## src/rtl/pong_pkg.sv

```systemverilog
// pong_pkg: shared state encodings and default screen/geometry constants
// for the single-player pong game controller.
package pong_pkg;

  // FSM state encodings (3-bit)
  localparam logic [2:0] ST_IDLE  = 3'd0;
  localparam logic [2:0] ST_SERVE = 3'd1;
  localparam logic [2:0] ST_PLAY  = 3'd2;
  localparam logic [2:0] ST_MISS  = 3'd3;
  localparam logic [2:0] ST_OVER  = 3'd4;

  // Default screen and geometry
  localparam int unsigned DEF_WIDTH      = 640;
  localparam int unsigned DEF_HEIGHT     = 480;
  localparam int unsigned DEF_TICK_DIV   = 1000000;
  localparam int unsigned DEF_BALL_R     = 10;
  localparam int unsigned DEF_PAD_W      = 90;
  localparam int unsigned DEF_PAD_Y_TOP  = 460;
  localparam int unsigned DEF_PAD_STEP   = 10;
  localparam int unsigned DEF_LIVES      = 3;
  localparam int unsigned DEF_SERVE_WAIT = 60;

  localparam int unsigned PAD_RESET_LEFT = 190;

endpackage

```

## src/rtl/tick_divider.sv

```systemverilog
// tick_divider: free-running 0..DIV-1 counter; tick is high for the one
// cycle after the counter holds DIV-1.
//   CLOCK_50 : clock
//   rst      : synchronous active-high reset
//   tick     : one-cycle pulse every DIV cycles
module tick_divider
  import pong_pkg::*;
#(
  parameter int unsigned DIV = DEF_TICK_DIV
) (
  input  logic CLOCK_50,
  input  logic rst,
  output logic tick
);

  localparam int unsigned CW = (DIV > 1) ? $clog2(DIV) : 1;
  localparam logic [CW-1:0] LAST = CW'(DIV - 1);

  logic [CW-1:0] r_cnt;
  logic          r_tick;

  // Counter wraps at DIV-1; tick is registered off the wrap condition
  always_ff @(posedge CLOCK_50) begin
    if (rst) begin
      r_cnt  <= '0;
      r_tick <= 1'b0;
    end else begin
      r_tick <= (r_cnt == LAST);
      r_cnt  <= (r_cnt == LAST) ? '0 : r_cnt + CW'(1);
    end
  end

  assign tick = r_tick;

endmodule

```

## src/rtl/pong_game_ctrl.sv

```systemverilog
// pong_game_ctrl: game sequencer for single-player VGA pong. Owns ball
// position/direction, paddle, score and lives; moves the ball on each
// divided tick and resolves wall bounces, paddle hits and misses.
//   CLOCK_50, rst          : clock, synchronous active-high reset
//   start                  : start game / restart after game over
//   move_left, move_right  : paddle step pulses
//   ball_x, ball_y         : ball centre
//   pad_left, pad_right    : paddle edges
//   score, lives, state    : game status
//   tick                   : ball-motion tick
module pong_game_ctrl
  import pong_pkg::*;
#(
  parameter int unsigned WIDTH      = DEF_WIDTH,
  parameter int unsigned HEIGHT     = DEF_HEIGHT,
  parameter int unsigned TICK_DIV   = DEF_TICK_DIV,
  parameter int unsigned BALL_R     = DEF_BALL_R,
  parameter int unsigned PAD_W      = DEF_PAD_W,
  parameter int unsigned PAD_Y_TOP  = DEF_PAD_Y_TOP,
  parameter int unsigned PAD_STEP   = DEF_PAD_STEP,
  parameter int unsigned LIVES      = DEF_LIVES,
  parameter int unsigned SERVE_WAIT = DEF_SERVE_WAIT
) (
  input  logic       CLOCK_50,
  input  logic       rst,
  input  logic       start,
  input  logic       move_left,
  input  logic       move_right,
  output logic [9:0] ball_x,
  output logic [8:0] ball_y,
  output logic [9:0] pad_left,
  output logic [9:0] pad_right,
  output logic [7:0] score,
  output logic [1:0] lives,
  output logic [2:0] state,
  output logic       tick
);

  localparam int unsigned SCW = (SERVE_WAIT > 0) ? $clog2(SERVE_WAIT + 1) : 1;
  localparam logic [9:0]  X_CENTRE  = 10'(WIDTH / 2);
  localparam logic [8:0]  Y_CENTRE  = 9'(HEIGHT / 2);
  localparam logic [10:0] X_LIM     = 11'(WIDTH - 1);
  localparam logic [9:0]  Y_LIM     = 10'(HEIGHT - 1);
  localparam logic [9:0]  PAD_MAX   = 10'(WIDTH - 1 - PAD_W);
  localparam logic [SCW-1:0] SERVE_N = SCW'(SERVE_WAIT);

  logic [2:0]     r_state, w_state_nxt;
  logic [9:0]     r_x, w_x_nxt;
  logic [8:0]     r_y, w_y_nxt;
  logic           r_dx, w_dx_nxt;
  logic           r_dy, w_dy_nxt;
  logic [7:0]     r_score, w_score_nxt;
  logic [1:0]     r_lives, w_lives_nxt;
  logic [SCW-1:0] r_serve, w_serve_nxt;
  logic [9:0]     r_pad, w_pad_nxt, w_pad_move;
  logic [9:0]     r_pad_right;
  logic           w_tick;
  logic [10:0]    w_x_sum;
  logic [9:0]     w_y_sum;
  logic [10:0]    w_pad_sum;
  logic           w_hit;

  tick_divider #(.DIV(TICK_DIV)) u_tick (
    .CLOCK_50 (CLOCK_50),
    .rst      (rst),
    .tick     (w_tick)
  );

  // One-bit-wider sums so edge compares cannot wrap
  assign w_x_sum   = {1'b0, r_x} + 11'(BALL_R);
  assign w_y_sum   = {1'b0, r_y} + 10'(BALL_R);
  assign w_pad_sum = {1'b0, r_pad} + 11'(PAD_STEP);
  assign w_hit     = r_dy && (w_y_sum == 10'(PAD_Y_TOP)) &&
                     (r_x >= r_pad) && (r_x <= r_pad_right);

  // Paddle step with clamping at both screen edges; both pulses cancel
  always_comb begin
    w_pad_move = r_pad;
    if (move_left && !move_right) begin
      w_pad_move = (r_pad >= 10'(PAD_STEP)) ? r_pad - 10'(PAD_STEP) : '0;
    end else if (move_right && !move_left) begin
      w_pad_move = (w_pad_sum <= {1'b0, PAD_MAX}) ? w_pad_sum[9:0] : PAD_MAX;
    end
  end

  // Next-state and datapath update
  always_comb begin
    w_state_nxt = r_state;
    w_x_nxt     = r_x;
    w_y_nxt     = r_y;
    w_dx_nxt    = r_dx;
    w_dy_nxt    = r_dy;
    w_score_nxt = r_score;
    w_lives_nxt = r_lives;
    w_serve_nxt = r_serve;
    w_pad_nxt   = w_pad_move;

    case (r_state)
      ST_IDLE: begin
        w_x_nxt = X_CENTRE;
        w_y_nxt = Y_CENTRE;
        if (start) begin
          w_state_nxt = ST_SERVE;
          w_score_nxt = '0;
          w_lives_nxt = 2'(LIVES);
          w_serve_nxt = '0;
        end
      end
      ST_SERVE: begin
        w_x_nxt  = X_CENTRE;
        w_y_nxt  = Y_CENTRE;
        w_dx_nxt = 1'b1;
        w_dy_nxt = 1'b1;
        if (r_serve >= SERVE_N) begin
          w_state_nxt = ST_PLAY;
        end else if (w_tick) begin
          w_serve_nxt = r_serve + SCW'(1);
        end
      end
      ST_PLAY: begin
        if (w_tick) begin
          if (r_dy && (w_y_sum >= Y_LIM)) begin
            // Ball passed the paddle: freeze it and take a life next cycle
            w_state_nxt = ST_MISS;
          end else begin
            if (r_dx) begin
              if (w_x_sum >= X_LIM) begin
                w_dx_nxt = 1'b0;
                w_x_nxt  = r_x - 10'd1;
              end else begin
                w_x_nxt  = r_x + 10'd1;
              end
            end else if (r_x <= 10'(BALL_R)) begin
              w_dx_nxt = 1'b1;
              w_x_nxt  = r_x + 10'd1;
            end else begin
              w_x_nxt  = r_x - 10'd1;
            end

            if (w_hit) begin
              w_dy_nxt    = 1'b0;
              w_y_nxt     = r_y - 9'd1;
              w_score_nxt = (r_score == 8'hFF) ? r_score : r_score + 8'd1;
            end else if (r_dy) begin
              w_y_nxt = r_y + 9'd1;
            end else if (r_y <= 9'(BALL_R)) begin
              w_dy_nxt = 1'b1;
              w_y_nxt  = r_y + 9'd1;
            end else begin
              w_y_nxt  = r_y - 9'd1;
            end
          end
        end
      end
      ST_MISS: begin
        w_lives_nxt = r_lives - 2'd1;
        w_x_nxt     = X_CENTRE;
        w_y_nxt     = Y_CENTRE;
        w_serve_nxt = '0;
        w_state_nxt = (r_lives <= 2'd1) ? ST_OVER : ST_SERVE;
      end
      ST_OVER: begin
        w_pad_nxt = r_pad;
        if (start) begin
          w_state_nxt = ST_IDLE;
          w_score_nxt = '0;
          w_lives_nxt = 2'(LIVES);
          w_pad_nxt   = 10'(PAD_RESET_LEFT);
        end
      end
      default: begin
        w_state_nxt = ST_IDLE;
      end
    endcase
  end

  // State and datapath registers
  always_ff @(posedge CLOCK_50) begin
    if (rst) begin
      r_state     <= ST_IDLE;
      r_x         <= X_CENTRE;
      r_y         <= Y_CENTRE;
      r_dx        <= 1'b1;
      r_dy        <= 1'b1;
      r_score     <= '0;
      r_lives     <= 2'(LIVES);
      r_serve     <= '0;
      r_pad       <= 10'(PAD_RESET_LEFT);
      r_pad_right <= 10'(PAD_RESET_LEFT + PAD_W);
    end else begin
      r_state     <= w_state_nxt;
      r_x         <= w_x_nxt;
      r_y         <= w_y_nxt;
      r_dx        <= w_dx_nxt;
      r_dy        <= w_dy_nxt;
      r_score     <= w_score_nxt;
      r_lives     <= w_lives_nxt;
      r_serve     <= w_serve_nxt;
      r_pad       <= w_pad_nxt;
      r_pad_right <= w_pad_nxt + 10'(PAD_W);
    end
  end

  assign ball_x    = r_x;
  assign ball_y    = r_y;
  assign pad_left  = r_pad;
  assign pad_right = r_pad_right;
  assign score     = r_score;
  assign lives     = r_lives;
  assign state     = r_state;
  assign tick      = w_tick;

endmodule

```

## config.mk

```make
export PLATFORM = sky130hd
export DESIGN_NAME = pong_game_ctrl
export DESIGN_NICKNAME = d
export VERILOG_FILES = /design/src/rtl/pong_pkg.sv /design/src/rtl/tick_divider.sv /design/src/rtl/pong_game_ctrl.sv
export SDC_FILE = /design/constraint.sdc
export NUM_CORES = 1
export LEC_CHECK = 0
export BUFFER_PORTS_ARGS = -buffer_cell sky130_fd_sc_hd__clkbuf_2
export CORE_MARGIN = 3
export CORE_UTILIZATION = 50
export CTS_BUF_LIST = sky130_fd_sc_hd__clkbuf_8
export DETAILED_ROUTE_END_ITERATION = 8
export PLACE_DENSITY = 0.72
export SYNTH_ARGS = -nofsm -noshare
export SYNTH_HDL_FRONTEND = slang
export SYNTH_SLANG_ARGS = --single-unit
```

## constraint.sdc

```tcl
create_clock -name CLOCK_50 -period 3.7 [get_ports CLOCK_50]
set_clock_uncertainty 0.2 [all_clocks]
set_input_delay 1.11 -clock CLOCK_50 [delete_from_list [all_inputs] [get_ports CLOCK_50]]
set_output_delay 1.11 -clock CLOCK_50 [all_outputs]
set_load 0.02 [all_outputs]
```

==> metrics.txt, run 1 <==
outcome finished clean; Core ar. 10980 um^2; Initial Utilization 52.05%; layout cells sized above 1 20.10%; reg2reg end pad_right[9]; pwr/cell area 318.6 nW/um^2; multi-input logic area 3824 um^2; Top FF cell, synth dfxtp_1; Crit Path Class reg -> reg; Seq cells post-synth 80; antenna violations before repair 0; Synth Cell Area 5717 um^2; worst skew pair latency 0.37 ns; register clock-pin slew on the reported worst setup and hold paths 0.09 ns; final hold viol count 0; Max Fclk 278.7 MHz; maximum VDD drop 174.6 uV; CP endpoint kind register; vias 5621; Synth Net Count 766; Crit path arrival time 3.66 ns; hold crit path type reg -> reg; Post-Syn Instances 718; crit path launch type register; DR iter-0 viols 473; final setup margin 0.1113 ns; dpl hpwl 11890 um; most frequent cells in the layout nor2_1 (85), dfxtp_1 (78), clkbuf_2 (57); critical hold path startpoint u_tick.r_cnt[0]; final cycle utilization of the critical path 96.99%; R2R cell count 15; Total GRT Usage 24.77%; Clock Sinks 80; CP required 3.77 ns; most common cell after layout, fill and taps aside nor2_1; die width 112.9 um; Hold Path Depth 1; Period minus WS final 3.589 ns; total wire length 15660 um; post-synth cell types 82; total global routing overflow 0; clk buf depth 2; Synth async-reset ratio 0%; die height 112.9 um; Reg2Reg Launch Point pad_left[2]; first-pass GRT wire length 25990 um; Total Power 2.106 mW; WL/cell 16.55 um; max-cap violation count 0; # rows 38; Placer Congestion 0.9046; worst-margin pin slew 0.7064 ns; Slew Viols, Final 0; area added between synthesis and finish 15.65%; hold endpoint u_tick.r_cnt[0]; Nets 849; largest area contributor in the synthesized netlist dfxtp_1; port buffer count 57; register area 1607 um^2; H-tree depth 3; DRT antenna net count 0; post-route setup TNS 0 ns; sequential-to-total area share from yosys stat 28.01%; pin count of the biggest net entering global routing 28; hold buffers post-CTS 0; drt pass-1 iters 5; worst rel slew slack 52.17%; post-place setup slack 0.02670 ns; CTS tree yes; die area 12750 um^2; syn_area_per_cell 7.962 um^2; final setup violating endpoints 0; antenna cells 0; io pins 58; vias in the first global route 5229; Synth area leaders dfxtp_1 (28%), ha_1 (9.4%), nor2_1 (5.6%); Post-synth EDFFs 0; DR DRC count 0; Root Buffer clkbuf_8; Fillers 1014; flop-to-flop setup slack 0.11 ns; Leakage 2.863 nW; worst-path fanout max 5; Yosys Warn Count 0; TritonCTS Buffers 9; Synth top area share 28.01%; via density per instance 5.942
state kept, by name, summed over array words and instances (netlist names), 2 cells and up:
signal / flops
u_tick.r_cnt: 20
ball_x: 10
pad_left: 10
ball_y: 9
pad_right: 9
score: 8
r_serve: 6
state: 3
lives: 2
worst max path at each step:
| stage | end | startpoint |
|---|---|---|
| after floorplan | pad_right[9] | pad_left[1] |
| after global placement | pad_right[9] | move_left |
| after detailed placement | pad_right[9] | move_left |
| after CTS | pad_right[9] | pad_left[1] |
| after global routing | pad_right[9] | pad_left[2] |
| final | pad_right[9] | pad_left[2] |
per-stage QoR:
step	std cells	area, um^2	hold slack [ns]	util [%]
after floorplan	718	5719	0.2299	-
after global placement	929	6369	0.2453	57.99
after detailed placement	929	6369	0.2599	57.99
after CTS	945	6564	0.2750	59.76
after global routing	946	6611	0.2926	60.20
final	946	6611	0.2730	60.20
critical path, cell delays in order, from the launching register on:
cell and delay (ns):
dfxtp_4 0.37, inv_1 0.09, ha_1 0.21, a21oi_2 0.14, a31oi_1 0.07, o31a_1 0.33
and2_4 0.16, o311a_1 0.37, o2111a_2 0.29, nor2_2 0.14, ha_2 0.20, inv_1 0.05
and2_1 0.14, a32o_2 0.29, nor3_4 0.13, mux2_4 0.31
routing by layer:
metal  vias to the layer above  track usage [%]  part of all wire (%)
met3                        30            5.027                   6.1
li1                       2736                -                     -
met4                         0            8.093                   2.2
met1                      2667            33.58                    45
met2                       188            39.53                    47
met5                         -                0                     0
synth_stat cells (3+ instances only):
cell type and number:
clkbuf_1 13, xnor2_1 15, buf_1 3, a32oi_1 3, and3_1 11, or4_1 8
mux2i_1 18, nand2_1 55, o31a_1 3, a21oi_2 3, nor4_1 5, a21oi_1 41
or3_1 13, o21bai_1 5, o31ai_1 9, buf_2 12, nor2b_1 11, nor3_1 14
buf_6 3, o21ai_1 5, nor2_1 86, nand3_1 30, xor2_1 21, and2_1 7
a211oi_1 6, a31oi_1 6, o21ai_0 26, dfxtp_1 80, nand4_1 13, inv_1 44
or2_2 8, ha_1 43, o211ai_2 3, nand2b_1 18, a211o_1 3, a21o_1 10
where the power goes:
group | total [mW] | switching [mW] | internal [mW]
Clock | 0.659 | 0.348 | 0.311
Sequential | 0.933 | 0.0373 | 0.896
Combinational | 0.514 | 0.295 | 0.219
Total | 2.11 | 0.680 | 1.43
what timing repair did:
action                     in CTS  in global routing
setup endpoints to repair       0                  1
gates resized for setup         0                 10
setup buffers                   0                  1
hold endpoints to repair        0                  0
logic make-up (layout without fill, tap and decap cells):
logic type | after synthesis | count (layout) | share of synthesized area [%]
compound gates | 167 | 167 | 21.47
mux | 19 | 19 | 3.349
simple gates | 296 | 296 | 26.40
flops | 80 | 80 | 28.01
buf+inv | 77 | 165 | 5.844
xor+xnor | 36 | 36 | 5.516
fa+ha+maj | 43 | 43 | 9.411
area by class of cell:
| cell class | count | share of cell area, % |
|---|---|---|
| Clock inverter | 7 | 1.079 |
| Clock buffer | 9 | 1.874 |
| Inverter | 44 | 2.498 |
| Multi-Input combinational cell | 561 | 57.84 |
| Timing Repair Buffer | 105 | 9.765 |
| Tap cell | 140 | 2.650 |
| Sequential cell | 80 | 24.30 |
Power figures use the tool's default switching activity.
==> run 2, diff against run 1 <==
- CORE_UTILIZATION: 50 -> 45
- PLACE_DENSITY: 0.72 -> 0.66
==> metrics.txt, run 2 (same netlist as run 1, synthesis figures left out) <==
DR iter-0 viols 441 (-6.8%); register clock-pin slew on the reported worst setup and hold paths 0.09 ns (about the same); clock power share 31.6% (+0.3 points); Core ar. 12210 um^2 (+11%); Final Cell Area 6598 um^2 (-0.21%); Crit Path Class reg -> reg; Clock Sinks 80 (unchanged); Comb power frac 24.1% (-0.3 points); Period minus WS final 3.517 ns (-0.07214 ns); part of the power in registers 44.3% (about the same); Total GRT Usage 22.25% (-2.5 points); most common cell after layout, fill and taps aside nor2_1; critical hold path startpoint u_tick.r_cnt[0]; area added between synthesis and finish 15.41%; hold crit path type reg -> reg; most frequent cells in the layout nor2_1 (85), dfxtp_1 (78), clkbuf_2 (57); final cycle utilization of the critical path 95.04% (-1.9 points); R2R cell count 15 (unchanged); net switching power 0.6860 mW (+0.82%); die height 118.7 um (+5.1%); worst skew pair latency 0.38 ns (about the same); WL/cell 16.24 um (-1.8%); antenna cells 0 (unchanged); Top reg by flops u_tick.r_cnt; max reg flops 20 (unchanged); die width 118.7 um (+5.1%); outcome finished clean; Max Fclk 284.4 MHz (+2.1%); Total Power 2.107 mW (about the same); port buffer count 57 (unchanged); layout cells sized above 1 19.50% (-0.60 points); CP required 3.77 ns (about the same); Most Crowded Layer GR met2; met3 usage 4.641% (-0.39 points); Area after DPL 6359 um^2 (-0.16%); # rows 40 (+5.3%); Leakage 2.834 nW (-1.0%); Int Power 1.421 mW (-0.35%); worst-path fanout max 8 (+3); Initial Utilization 46.81% (-5.2 points); hold endpoint u_tick.r_cnt[0]; via density per instance 5.688 (-4.3%); post-layout util 54.03% (-6.2 points); DR DRC count 0 (unchanged); TritonCTS Buffers 9 (unchanged); maximum VDD drop 170.0 uV (-2.6%); pwr/cell area 319.4 nW/um^2 (+0.24%); CTS tree yes; Crit path arrival time 3.59 ns (-0.07 ns); GR Layer Usage met1 29.25% (-4.3 points); antenna violations before repair 0 (unchanged); final hold viol count 0 (unchanged); Hold Path Depth 1 (unchanged); worst-margin pin slew 0.7271 ns (+0.02077 ns); DRT antenna net count 0 (unchanged); vias 5506 (-2.0%); vias in the first global route 5162 (-1.3%); post-place setup slack 0.006702 ns (-0.02000 ns); flop-to-flop setup slack 0.18 ns (+0.07 ns); first-pass GRT wire length 25760 um (-0.88%); total global routing overflow 0 (unchanged); hold buffers post-CTS 0 (unchanged); final setup margin 0.1834 ns (+0.07214 ns); post-route setup TNS 0 ns (unchanged); final setup violating endpoints 0 (unchanged); CP endpoint kind register; max-cap violation count 0 (unchanged); pin count of the biggest net entering global routing 23 (-18%); die area 14090 um^2 (+11%); reg2reg end pad_right[9]; total wire length 15720 um (+0.43%); crit path launch type register; drt pass-1 iters 4 (-1); Nets 844 (-0.59%); Placer Congestion 0.9243 (+2.2%); clk buf depth 2 (unchanged); setup repair after global routing missed its margin no; Root Buffer clkbuf_8; Reg2Reg Launch Point pad_left[2]; switching share of power 32.56% (+0.26 points); H-tree depth 3 (unchanged); Slew Viols, Final 0 (unchanged); M2 GR Usage 36.91% (-2.6 points); dpl hpwl 11900 um (about the same); worst rel slew slack 51.53% (-0.64 points); io pins 58 (unchanged)
==> run 2: final cells by class <==
cell class	instances	area, um^2
clock buffer	9	123.9
clock inverter	6	68.82
fill	1178	5614
inverter	44	165.2
multi-input combinational	561	3812
sequential	80	1609
tap	168	210.2
timing repair buffer	100	608.1
==> run 2: worst max-delay path, stage by stage, from the launching register on <==
cell and delay (ns):
dfxtp_4 0.37, buf_4 0.16, ha_1 0.17, a21oi_1 0.12, a31oi_1 0.08, o31a_1 0.35, and2_4 0.16, o311a_1 0.30
o2111a_2 0.29, nor2_2 0.11, ha_2 0.18, inv_1 0.05, and2_1 0.13, a32o_2 0.27, nor3_2 0.12, mux2_1 0.34
==> run 2: worst max-delay path by stage <==
stage                        end  depth (start not counted)   startpoint  slack (ns)
floorplan           pad_right[9]                         15  pad_left[1]        0.03
global placement    pad_right[9]                         14    move_left        0.06
detailed placement  pad_right[9]                         14    move_left       0.007
CTS                 pad_right[9]                         14  pad_left[1]       0.002
global route        pad_right[9]                         15  pad_left[2]        0.03
finish              pad_right[9]                         15  pad_left[2]        0.18
==> run 2: repair_timing <==
| action | CTS | global route |
|---|---|---|
| resized for setup | 0 | 9 |
| buffers inserted | 0 | 2 |
| endpoints found under the setup margin | 0 | 1 |
==> run 2: routing by layer <==
layer | share of wire (%) | wire [um]
met1 | 46 | 7236
met2 | 48 | 7530
met3 | 4.5 | 715
met4 | 1.5 | 241
met5 | 0 | 0
==> run 2: through the flow <==
step / hold slack (ns) / instances
finish: 0.2717 / 968
global route: 0.3016 / 968
CTS: 0.2793 / 966
detailed placement: 0.2568 / 951
global placement: 0.2467 / 951
floorplan: 0.2299 / 718
==> run 2: power groups by stage <==
stage | combinational, mW | sequential [mW] | clock [mW]
2_1_floorplan | 0.302 | 0.977 | 0
3_3_place_gp | 0.479 | 0.951 | 0
3_5_place_dp | 0.487 | 0.953 | 0
4_1_cts | 0.489 | 0.933 | 0.688
5_1_grt | 0.559 | 0.938 | 0.719
6_report | 0.507 | 0.933 | 0.667
==> run 3, diff against run 2 <==
- PLACE_DENSITY: 0.66 -> not set
- PLACE_DENSITY_LB_ADDON: not set -> 0.2
==> metrics.txt, run 3 (same netlist as run 1, synthesis figures left out) <==
worst-margin pin slew 0.6430 ns (-0.08408 ns); CP required 3.75 ns (-0.02 ns); most frequent cells in the layout nor2_1 (85), dfxtp_1 (78), clkbuf_2 (57); Fillers 1185 (+0.59%); Crit Path Class reg -> reg; register clock-pin slew on the reported worst setup and hold paths 0.09 ns (about the same); area added between synthesis and finish 16.09%; final cycle utilization of the critical path 95.72% (+0.68 points); Initial Utilization 46.81% (unchanged); dpl hpwl 11880 um (-0.19%); port buffer count 57 (unchanged); Slowest-stage cell, CP dfxtp_4; crit path launch type register; most common cell after layout, fill and taps aside nor2_1; max-cap violation count 0 (unchanged); worst-path fanout max 5 (-3); Total GRT Usage 21.87% (-0.38 points); DR iter-0 viols 356 (-19%); pwr/cell area 320.2 nW/um^2 (+0.27%); maximum VDD drop 186.2 uV (+9.5%); CP endpoint kind register; worst skew pair latency 0.38 ns (about the same); CTS tree yes; worst rel slew slack 57.13% (+5.6 points); Nets 846 (+0.24%); hold crit path type reg -> reg; hold slack 0.2739 ns (+0.002228 ns); Crit path arrival time 3.60 ns (about the same); total global routing overflow 0 (unchanged); worst-path cell chain inv_2 -> ha_1 -> a21oi_1 -> a31oi_1 -> o31a_1 -> and2_4 -> o311a_1 -> o2111a_2 -> nor2_4 -> ha_4 -> inv_1 -> and2_1 -> a32o_1 -> nor3_2 -> mux2_1; drt pass-1 iters 4 (unchanged); clk buf depth 2 (unchanged); outcome finished clean; final hold viol count 0 (unchanged); Final Cell Area 6636 um^2 (+0.59%); Period minus WS final 3.542 ns (+0.02512 ns); die height 118.7 um (unchanged); die width 118.7 um (unchanged); Max Fclk 282.4 MHz (-0.71%); placed cells 954 (+0.32%); antenna cells 0 (unchanged); Root Buffer clkbuf_8; first-pass GRT wire length 25600 um (-0.61%); Slew Viols, Final 0 (unchanged); max reg flops 20 (unchanged); # rows 40 (unchanged); via density per instance 5.676 (-0.22%); vias in the first global route 5179 (+0.33%); antenna violations before repair 0 (unchanged); multi-input logic area 3824 um^2 (+0.30%); die area 14090 um^2 (unchanged); Top Family by Delay on Critical Path compound AO/OA/AOI/OAI gates; io pins 58 (unchanged); Clock Sinks 80 (unchanged); Area after DPL 6381 um^2 (+0.35%); DR DRC count 0 (unchanged); CP max stage delay 0.38 ns (about the same); register area 1609 um^2 (unchanged); Placer Congestion 0.9080 (-1.8%); CP bufs+invs 2 (unchanged); pin count of the biggest net entering global routing 23 (unchanged); WL/cell 15.94 um (-1.9%); DRT antenna net count 0 (unchanged); TritonCTS Buffers 9 (unchanged); Leakage 2.849 nW (+0.55%); Core ar. 12210 um^2 (unchanged); post-place setup slack -0.001970 ns (-0.008672 ns); Top reg by flops u_tick.r_cnt; final setup margin 0.1583 ns (-0.02512 ns); final cell count without fillers 971 (+0.31%); vias 5511 (+0.091%); total wire length 15480 um (-1.6%); layout cells sized above 1 19.55% (+0.052 points); post-layout util 54.34% (+0.32 points); final setup violating endpoints 0 (unchanged); H-tree depth 3 (unchanged)
==> run 3: changes by cell type in the layout (fill, tap and decap cells not counted), sizes merged <==
cell,before,now
clkbuf,66,67
inv,45,46
clkinv,3,2
buf,43,45
==> run 3: worst register-to-register path, cell delays in order, from the launching register on <==
cell	delay (ns)
dfxtp_4	0.38
inv_2	0.07
ha_1	0.19
a21oi_1	0.12
a31oi_1	0.08
o31a_1	0.33
and2_4	0.16
o311a_1	0.38
o2111a_2	0.31
nor2_4	0.15
ha_4	0.15
inv_1	0.05
and2_1	0.13
a32o_1	0.29
nor3_2	0.12
mux2_1	0.34
==> run 3: per-layer routing <==
metal  up-vias  global-route usage [%]  wire (um)
li1       2732                       -          -
met1      2644                   28.91       7312
met2       113                   35.88       7323
met3        22                   4.545        630
met4         0                   6.517        210
met5         -                       0          0
==> run 3: area by class of cell <==
| type | count | area share [%] |
|---|---|---|
| multi-input cells | 561 | 57.62 |
| flip-flops and latches | 80 | 24.25 |
| repair buffers | 102 | 9.389 |
| well taps | 168 | 3.167 |
| inverters | 44 | 2.489 |
| clock buffers | 10 | 2.074 |
| clock inverters | 6 | 1.018 |
==> run 3: power by group <==
group	internal (mW)	switching, mW
clock	0.332	0.348
combinational	0.217	0.296
sequential	0.896	0.0361
==> run 3: through the flow <==
stage,setup TNS [ns],total power [mW]
global route,-0.006824,2.236
global placement,0,1.433
detailed placement,-0.001970,1.441
finish,0,2.125
CTS,0,2.123
floorplan,0,1.280
==> run 3: worst paths after layout <==
| kind | slack [ns] | to | start | cells after the start |
|---|---|---|---|---|
| max reg2reg | 0.16 | pad_right[9] | pad_left[1] | 15 |
| min reg2reg | 0.27 | u_tick.r_cnt[0] | u_tick.r_cnt[0] | 1 |
| min | 0.27 | u_tick.r_cnt[0] | u_tick.r_cnt[0] | 1 |
| max | 0.16 | pad_right[9] | pad_left[1] | 15 |
==> run 3: repair_timing <==
item	in CTS	in global routing
setup buffers	0	1
hold buffers	0	0
endpoints found under the setup margin	1	1
gates resized for setup	2	8
endpoints found under the hold margin	0	0
pin swaps	0	3
